--- src/rtl/vga_grid_capture.sv ---
// vga_grid_capture: receive side of the VGA link. Tracks hSync/vSync timing,
// locks after two clean frames and rebuilds the cell grid by sampling the
// centre pixel of every cell. Each complete, well-timed frame is published to
// data with a one-clock frame_valid pulse.
module vga_grid_capture #(
    parameter int CLK_PER_PIX = 2,
    parameter int H_ACTIVE    = 640,
    parameter int H_FP        = 16,
    parameter int H_SYNC      = 96,
    parameter int H_BP        = 48,
    parameter int V_ACTIVE    = 480,
    parameter int V_FP        = 10,
    parameter int V_SYNC      = 2,
    parameter int V_BP        = 33,
    parameter int CELL        = 40
) (
    input  logic                                         clock,
    input  logic                                         reset,
    input  logic                                         hSync,
    input  logic                                         vSync,
    input  logic [3:0]                                   r,
    input  logic [3:0]                                   g,
    input  logic [3:0]                                   b,
    output logic [(H_ACTIVE/CELL)*(V_ACTIVE/CELL)-1:0]   data,
    output logic                                         frame_valid,
    output logic                                         locked,
    output logic                                         timing_err
);

    localparam int COLS    = H_ACTIVE / CELL;
    localparam int ROWS    = V_ACTIVE / CELL;
    localparam int NB      = COLS * ROWS;
    localparam int H_TOTAL = H_ACTIVE + H_FP + H_SYNC + H_BP;
    localparam int V_TOTAL = V_ACTIVE + V_FP + V_SYNC + V_BP;
    localparam int H_PER   = H_TOTAL * CLK_PER_PIX;
    localparam int DW      = (CLK_PER_PIX > 1) ? $clog2(CLK_PER_PIX) : 1;
    localparam int HW      = $clog2(H_PER + 2);    // headroom so an overdue hSync is visible
    localparam int PW      = $clog2(H_TOTAL + 1);
    localparam int LW      = $clog2(V_TOTAL + 2);  // headroom so an overdue vSync is visible
    localparam int SW      = $clog2(NB + 1);
    localparam int IW      = $clog2(NB);

    localparam logic [DW-1:0] DIV_MAX = DW'(CLK_PER_PIX - 1);
    localparam logic [HW-1:0] H_PER_C = HW'(H_PER);
    localparam logic [LW-1:0] V_TOT_C = LW'(V_TOTAL);
    localparam logic [SW-1:0] NB_C    = SW'(NB);

    typedef enum logic [1:0] {SEARCH, MEASURE, CAPTURE} state_t;

    // registered input copies and their one-clock-delayed versions for edge detection
    logic          hs_q, vs_q, hs_p_q, vs_p_q;
    logic [11:0]   rgb_q;
    logic          hs_fall, hs_rise, vs_fall, vs_rise, lit;

    // timing counters
    logic [DW-1:0] div_q, div_d;
    logic [PW-1:0] pix_q, pix_d;
    logic [HW-1:0] hcnt_q, hcnt_d;
    logic [LW-1:0] line_q, line_d;
    logic [LW-1:0] vl_q, vl_d, vl_inc;
    logic          h_seen_q, h_seen_d, v_seen_q, v_seen_d;
    logic          h_err, v_err, per_err;

    // sample position
    logic [31:0]   px, ly, xo, yo;
    logic          samp;
    logic [IW-1:0] idx;

    // FSM and capture state
    state_t        state_q, state_d;
    logic          meas_bad_q, meas_bad_d;
    logic [SW-1:0] samp_cnt_q, samp_cnt_d;
    logic [NB-1:0] shadow_q, shadow_d;
    logic [NB-1:0] data_q, data_d;
    logic          fv_q, fv_d;
    logic          terr_q, terr_d;

    assign hs_fall = hs_p_q & ~hs_q;
    assign hs_rise = ~hs_p_q & hs_q;
    assign vs_fall = vs_p_q & ~vs_q;
    assign vs_rise = ~vs_p_q & vs_q;
    assign lit     = |rgb_q;

    assign data        = data_q;
    assign frame_valid = fv_q;
    assign locked      = (state_q == CAPTURE);
    assign timing_err  = terr_q;

    // input register stage; syncs idle high so reset never creates a false edge
    always_ff @(posedge clock or posedge reset) begin
        if (reset) begin
            hs_q   <= 1'b1;
            vs_q   <= 1'b1;
            hs_p_q <= 1'b1;
            vs_p_q <= 1'b1;
            rgb_q  <= '0;
        end else begin
            hs_q   <= hSync;
            vs_q   <= vSync;
            hs_p_q <= hs_q;
            vs_p_q <= vs_q;
            rgb_q  <= {r, g, b};
        end
    end

    // pixel/line/period counters and period checks; hSync is applied before vSync
    always_comb begin
        div_d    = div_q;
        pix_d    = pix_q;
        hcnt_d   = (hcnt_q == '1) ? hcnt_q : hcnt_q + HW'(1);
        h_seen_d = h_seen_q | hs_fall;
        line_d   = line_q;
        v_seen_d = v_seen_q | vs_fall;

        if (hs_rise) begin
            div_d = '0;
            pix_d = '0;
        end else if (div_q == DIV_MAX) begin
            div_d = '0;
            if (pix_q != '1) pix_d = pix_q + PW'(1);
        end else begin
            div_d = div_q + DW'(1);
        end

        if (hs_fall) hcnt_d = HW'(1);

        if (vs_rise)                       line_d = '0;
        else if (hs_rise && line_q != '1)  line_d = line_q + LW'(1);

        vl_inc = (hs_rise && vl_q != '1) ? vl_q + LW'(1) : vl_q;
        vl_d   = vs_fall ? '0 : vl_inc;

        h_err   = h_seen_q && ((hs_fall && hcnt_q != H_PER_C) || hcnt_q > H_PER_C);
        v_err   = v_seen_q && ((vs_fall && vl_inc != V_TOT_C) || vl_q > V_TOT_C);
        per_err = h_err | v_err;
    end

    // cell-centre detection: one sample per pixel, on the first clock of the pixel
    always_comb begin
        px   = 32'(pix_q);
        ly   = 32'(line_q);
        xo   = px - H_BP;
        yo   = ly - V_BP;
        samp = (div_q == '0) &&
               (px >= H_BP) && (px < H_BP + H_ACTIVE) &&
               (ly >= V_BP) && (ly < V_BP + V_ACTIVE) &&
               (xo % CELL == CELL / 2) && (yo % CELL == CELL / 2);
        idx  = IW'((yo / CELL) * COLS + xo / CELL);
    end

    // lock FSM, shadow capture and publish
    always_comb begin
        state_d    = state_q;
        meas_bad_d = meas_bad_q;
        samp_cnt_d = samp_cnt_q;
        shadow_d   = shadow_q;
        data_d     = data_q;
        fv_d       = 1'b0;
        terr_d     = terr_q;

        case (state_q)
            SEARCH: begin
                if (vs_fall) begin
                    state_d    = MEASURE;
                    meas_bad_d = 1'b0;
                end
            end
            MEASURE: begin
                if (vs_fall) begin
                    // a failed measurement frame simply restarts at this edge
                    meas_bad_d = 1'b0;
                    if (!meas_bad_q && !per_err) begin
                        state_d    = CAPTURE;
                        samp_cnt_d = '0;
                    end
                end else if (per_err) begin
                    meas_bad_d = 1'b1;
                end
            end
            CAPTURE: begin
                if (per_err) begin
                    state_d    = SEARCH;
                    terr_d     = 1'b1;
                    samp_cnt_d = '0;
                end else if (vs_fall) begin
                    // only a frame that delivered every cell sample is published
                    if (samp_cnt_q == NB_C) begin
                        data_d = shadow_q;
                        fv_d   = 1'b1;
                    end
                    samp_cnt_d = '0;
                end else if (samp) begin
                    shadow_d[idx] = lit;
                    if (samp_cnt_q != NB_C) samp_cnt_d = samp_cnt_q + SW'(1);
                end
            end
            default: state_d = SEARCH;
        endcase
    end

    // state registers
    always_ff @(posedge clock or posedge reset) begin
        if (reset) begin
            div_q      <= '0;
            pix_q      <= '0;
            hcnt_q     <= '0;
            h_seen_q   <= 1'b0;
            line_q     <= '0;
            vl_q       <= '0;
            v_seen_q   <= 1'b0;
            state_q    <= SEARCH;
            meas_bad_q <= 1'b0;
            samp_cnt_q <= '0;
            shadow_q   <= '0;
            data_q     <= '0;
            fv_q       <= 1'b0;
            terr_q     <= 1'b0;
        end else begin
            div_q      <= div_d;
            pix_q      <= pix_d;
            hcnt_q     <= hcnt_d;
            h_seen_q   <= h_seen_d;
            line_q     <= line_d;
            vl_q       <= vl_d;
            v_seen_q   <= v_seen_d;
            state_q    <= state_d;
            meas_bad_q <= meas_bad_d;
            samp_cnt_q <= samp_cnt_d;
            shadow_q   <= shadow_d;
            data_q     <= data_d;
            fv_q       <= fv_d;
            terr_q     <= terr_d;
        end
    end

endmodule

--- config.mk ---
export PLATFORM = sky130hd
export DESIGN_NAME = vga_grid_capture
export DESIGN_NICKNAME = d
export VERILOG_FILES = /design/src/rtl/vga_grid_capture.sv
export SDC_FILE = /design/constraint.sdc
export NUM_CORES = 1
export LEC_CHECK = 0
export CAP_MARGIN = 20
export CORE_ASPECT_RATIO = 1.1
export CORE_UTILIZATION = 45
export DETAILED_ROUTE_END_ITERATION = 16
export PLACE_DENSITY = 0.71
export SLEW_MARGIN = 20
export SYNTH_ARGS = -nofsm -noshare
export SYNTH_HDL_FRONTEND = slang
export SYNTH_SLANG_ARGS = --single-unit
export TNS_END_PERCENT = 1
--- constraint.sdc ---
create_clock -name clock -period 14.4 [get_ports clock]
set_input_delay 2.88 -clock clock [delete_from_list [all_inputs] [get_ports clock]]
set_output_delay 2.88 -clock clock [all_outputs]
set_load 0.03 [all_outputs]
==> results.tsv, run 1 <==
metric	value	unit
Core Area	45660	um^2
flops & latches, synth	457	
Simple-Gate Fraction of Synth Area	12.18	%
Post-Synth XOR/XNOR Area	1.971	%
ant diodes	0	
via count	14180	
placed cell count	2442	
CP startpoint kind	register	
Avg Vias per Cell	5.612	
DRC	3	
Global Route Usage Sum	22.64	%
Clock Tree Buf Depth	3	
share of cells above drive strength 1	19.71	%
Syn Inst Count	1740	
drt pass-1 iters	12	
RSZ-0062 raised after global routing	false	
worst hold path class	register to register	
initial antenna violation count	0	
post-CTS setup buffer count	0	
Slew headroom	20.30	%
outcome	complete, but fails checks	
crit share post-route	41.38	%
power density cells	112.8	nW/um^2
# rows	82	
worst slew pin tran	1.192	ns
vias in the first global route	14570	
Adder-Cell Fraction of Synth Area	1.166	%
number of synthesized flops with an enable pin	0	
Post-CTS Resized	0	
Async S/R FF share, synth	100.0	%
initial core utilization	45.60	%
post-synth cell types	88	
skew final	0.01967	ns
number of routed nets with antenna violations	0	
Post-synth top flop	dfrtp_1	
DPL Wire Length	34240	um
mux share of post-synthesis cell area	21.18	%
largest net degree at the start of global routing	187	
Max rail drop VDD	0.1067	mV
first-pass GRT wire length	83430	um
grt total ovfl	0	
compound-cell area share of the yosys netlist	5.847	%
Max FO, Critical Path	16	
failing checks	DRC	
H-tree depth	2	
Root Buffer	clkbuf_16	
sequential area share after synthesis	54.95	%
Hold Vio Cnt, Final	0	
final setup vio count	0	
largest family of logic cells by synthesized area	multiplexers	
Post-Layout Cell Count	2526	
warnings from Yosys	0	
clock sinks	457	
Leak	11.72	nW
average size of a mapped cell	11.97	um^2
slowest cell on the critical path	or4b_1	
max-cap viol count	0	
Ports	211	
FMAX	0.1678	GHz
nets	1937	
Avg WL per Cell	20.95	um
post-synthesis instance area	20820	um^2
drt initial violations	1061	
CP Cell Sequence	inv_1 -> ha_1 -> or4b_1 -> nand2_1 -> o21ai_0 -> a32oi_2 -> or2_1 -> o2111ai_1 -> o21ai_0 -> a211oi_1 -> a31oi_1 -> ha_1 -> a21o_1 -> a21oi_1 -> xor2_1 -> xnor2_1 -> and2_1 -> nand4_2 -> nor2_1 -> mux2_1	
gpl congestion	0.8813	
clk slew on worst S/H paths	0.06	ns
TritonCTS buffer count	46	
height of the die	227.6	um
clk_lat worst skew	0.59	ns
full die area	47130	um^2
CP Class	register to register	
Post-Syn Nets	1774	
Routed WL	52910	um
clock period minus worst slack	5.959	ns
die width	207.1	um
Slew Viols, Final	0	
buffer and inverter count on the worst path	1	
Port-buffer cells	210	
critical path's top delay family	simple AND/OR/NAND/NOR gates	
CP Data Required Time	14.87	ns
TritonCTS clock tree	done	
Worst Setup End Kind	register	
Max stage delay on crit path	0.62	ns
Worst EP arrival	6.43	ns
setup TNS	0	ns
Area Overhead vs Synth	19.80	%
Hold-fix buffers, CTS	0	
==> state kept, by name (all words and copies together), names as in the netlist, 2 cells and up <==
| name | cells |
|---|---|
| data | 192 |
| shadow_q | 192 |
| rgb_q | 12 |
| hcnt_q | 11 |
| line_q | 10 |
| pix_q | 10 |
| vl_q | 10 |
| samp_cnt_q | 8 |
| state_q | 2 |
==> per-layer routing <==
metal	global-route usage [%]	wire length (um)
met4	7.366	1473
met3	6.980	3992
met5	0	0
met2	37.55	25390
met1	28.32	22060
==> cells in the mapped netlist (15+ instances only) <==
cell type / instances / area share (%)
nand4_1: 16 / 0.48
dfrtp_1: 453 / 54
a21oi_1: 34 / 0.82
buf_2: 28 / 0.67
nand2_1: 56 / 1.0
nor4_1: 15 / 0.45
nand3_1: 33 / 0.79
nor2_1: 279 / 5.0
o21ai_0: 29 / 0.70
xnor2_1: 27 / 1.1
mux2_1: 127 / 6.9
mux2_2: 261 / 14
xor2_1: 18 / 0.76
clkbuf_1: 72 / 1.3
inv_1: 25 / 0.45
ha_1: 17 / 1.0
and3_1: 17 / 0.51
nor3_1: 21 / 0.50
==> logic make-up after synthesis <==
group,Yosys count
AOI/OAI and AO/OA,171
xor gates and xnor gates,46
adders and majority gates,19
buffers and inverters,136
DFF,457
muxes,392
other,1
and+or+nand+nor,518
==> final cells by class <==
cell class              instances  area, um^2
clock buffers                  63        1275
fillers                      3784       20710
clock inverters                20       305.3
flip-flops and latches        457       11440
multi-input cells            1147        8842
well taps                     588       735.7
repair buffers                223        2236
inverters                      28       108.9
==> report_power, final <==
| part | switching (mW) | internal, mW | leakage (nW) |
|---|---|---|---|
| Clock | 0.508 | 0.749 | 0.782 |
| Sequential | 0.0265 | 1.31 | 6.31 |
| Combinational | 0.152 | 0.0725 | 4.62 |
==> metrics by stage <==
| stage | utilization (%) | total power [mW] | hold WS (ns) | instance area (um^2) | worst slack (ns) |
|---|---|---|---|---|---|
| 2_1_floorplan | - | 1.516 | 0.3624 | 20830 | 5.340 |
| 3_3_place_gp | 51.10 | 1.569 | 0.3708 | 23330 | 8.285 |
| 3_5_place_dp | 51.10 | 1.578 | 0.3682 | 23330 | 8.222 |
| 4_1_cts | 54.56 | 2.838 | 0.3764 | 24910 | 8.191 |
| 5_1_grt | 54.63 | 2.920 | 0.3864 | 24940 | 7.927 |
| 6_report | 54.63 | 2.814 | 0.3851 | 24940 | 8.441 |
==> path summary, 6_finish.rpt <==
kind	start	end	slack [ns]	cells after the start
max in group asynchronous	reset	shadow_q[177]	9.50	5
max reg2reg	line_q[0]	shadow_q[115]	8.44	20
min reg2reg	vs_q	vs_p_q	0.39	0
max	line_q[0]	shadow_q[115]	8.44	20
min in group asynchronous	reset	data[46]	2.91	3
min	vs_q	vs_p_q	0.39	0
==> cell usage in the layout (no fill, tap or decap), drive strengths merged, types with 28 or more instances in the layout <==
| cell | instances |
|---|---|
| clkbuf | 63 |
| nand2 | 56 |
| clkdlybuf4s50 | 210 |
| mux2 | 388 |
| a21oi | 34 |
| o21ai | 32 |
| xnor2 | 28 |
| nor2 | 279 |
| nand3 | 34 |
| dfrtp | 453 |
Note: power is estimated with default switching activity, not from simulation.
==> inputs of run 2 (changes only) <==
Settings changed: PLACE_DENSITY 0.71 to 0.69.
Clock period 14.4 ns to 5.5 ns, I/O delays scaled along.
==> results.tsv, run 2 (synthesis gave the netlist of run 1 again) <==
metric	value	unit
placed cell area	23930	um^2
reg-to-reg slack, setup	0.37	ns
worst slew pin tran	1.123	ns
grt total ovfl	0	
most frequent cells in the layout	453 x dfrtp_1, 279 x nor2_1, 261 x mux2_2, 210 x clkdlybuf4s50_1, 127 x mux2_1	
initial antenna violation count	0	
max-cap viol count	0	
placed cell count	2509	
cells on worst reg2reg path	17	
Reg2Reg Capture Point	shadow_q[43]	
worst hold path class	register to register	
critical path endpoint	shadow_q[43]	
Hold-fix buffers, CTS	0	
via count	14250	
final setup vio count	0	
share of cells above drive strength 1	22.69	%
Area Overhead vs Synth	22.74	%
Avg Vias per Cell	5.497	
Post-Layout Cell Count	2593	
Worst EP arrival	5.59	ns
drt initial violations	812	
largest net degree at the start of global routing	120	
initial core utilization	45.60	%
skew final	0.02296	ns
cell count along the critical path	17	
clk slew on worst S/H paths	0.06	ns
buffer and inverter count on the worst path	1	
commonest non-fill, non-tap cell in the layout	dfrtp_1	
Port-buffer cells	210	
full die area	47130	um^2
crit share post-route	93.20	%
clock period minus worst slack	5.126	ns
Routed WL	54000	um
Worst Hold Depth	0	
Max FO, Critical Path	16	
clock sinks	457	
TritonCTS clock tree	done	
Avg WL per Cell	20.83	um
gpl congestion	0.8518	
drt pass-1 iters	14	
outcome	complete, but fails checks	
vias in the first global route	14740	
cell area after layout	25560	um^2
ant diodes	0	
Leak	12.06	nW
die width	207.1	um
Ports	211	
# rows	82	
CP Class	register to register	
Root Buffer	clkbuf_16	
first-pass GRT wire length	85140	um
critical path's top delay family	simple AND/OR/NAND/NOR gates	
launch point of the worst reg-to-reg path	line_q[0]	
Hold Vio Cnt, Final	0	
FMAX	0.1951	GHz
failing checks	DRC	
Crit. Startpoint	line_q[0]	
CP Data Required Time	5.96	ns
Worst Setup End Kind	register	
nets	2005	
Slew headroom	25.11	%
number of routed nets with antenna violations	0	
Clock Tree Buf Depth	3	
H-tree depth	2	
CP startpoint kind	register	
Global Route Usage Sum	23.10	%
power density cells	288.5	nW/um^2
CP Cell Sequence	inv_1 -> ha_1 -> or4b_4 -> nand2_1 -> o21ai_0 -> a32oi_2 -> or2_4 -> o21ai_0 -> a211oi_1 -> a31oi_1 -> ha_1 -> fa_1 -> xnor2_1 -> and3_1 -> nand4_4 -> nor2_1 -> mux2_2	
DPL Wire Length	36110	um
Max rail drop VDD	0.2250	mV
Max stage delay on crit path	0.57	ns
TritonCTS buffer count	46	
clk_lat worst skew	0.60	ns
Slew Viols, Final	0	
height of the die	227.6	um
slowest cell on the critical path	or4b_4	
DRC	4	
Core Area	45660	um^2
-- run 2: cell types whose count changed in the layout (fill, tap and decap cells not counted), moves of 2 or more --
cell,before,now
clkbuf_8,6,13
bufinv_16,7,4
clkbuf_1,11,6
buf_12,1,10
buf_4,10,71
clkinv_2,10,7
clkinvlp_4,1,3
-- run 2: what timing repair did --
action | CTS | global route
resized for setup | 0 | 3
endpoints found under the setup margin | 0 | 192
buffers inserted | 0 | 2
-- run 2: report_power, final --
group | internal, mW | switching [mW]
combinational | 0.219 | 0.407
clock | 1.91 | 1.34
sequential | 3.42 | 0.0693
total | 5.55 | 1.82
-- run 2: stage by stage --
step                      hold slack [ns]  setup WS (ns)  utilization [%]  power, mW  setup TNS [ns]
after global placement             0.3707         0.2751            52.42      4.154               0
final                              0.3868         0.3741            55.97      7.372               0
after detailed placement           0.3731         0.1954            52.42      4.169               0
after global routing               0.3946      -0.007433            55.97      7.648        -0.02156
after floorplan                    0.3624         -1.780                -      3.970         -806.49
after CTS                          0.3880         0.1611            55.90      7.440               0
-- run 2: worst min-delay path by stage --
stage	to	from	slack [ns]
2_1_floorplan	vs_p_q	vs_q	0.36
3_5_place_dp	vs_p_q	vs_q	0.37
3_3_place_gp	vs_p_q	vs_q	0.37
4_1_cts	hs_p_q	hs_q	0.39
5_1_grt	hs_p_q	hs_q	0.39
6_report	hs_p_q	hs_q	0.39
-- run 2: layout make-up --
| type | instances | area [um^2] |
|---|---|---|
| Inverter | 28 | 108.9 |
| Timing Repair Buffer | 291 | 2835 |
| Sequential cell | 457 | 11440 |
| Tap cell | 588 | 735.7 |
| Clock inverter | 17 | 235.2 |
| Clock buffer | 65 | 1353 |
| Fill cell | 3732 | 20100 |
| Multi-Input combinational cell | 1147 | 8847 |
-- run 2: layer usage --
| layer | up-vias | routed length [um] | GRT usage (%) |
|---|---|---|---|
| met4 | 0 | 1165 | 6.307 |
| met5 | - | 0 | 0 |
| met3 | 69 | 3581 | 6.635 |
| met1 | 7300 | 23520 | 30.16 |
| li1 | 6600 | - | - |
| met2 | 285 | 25740 | 37.73 |
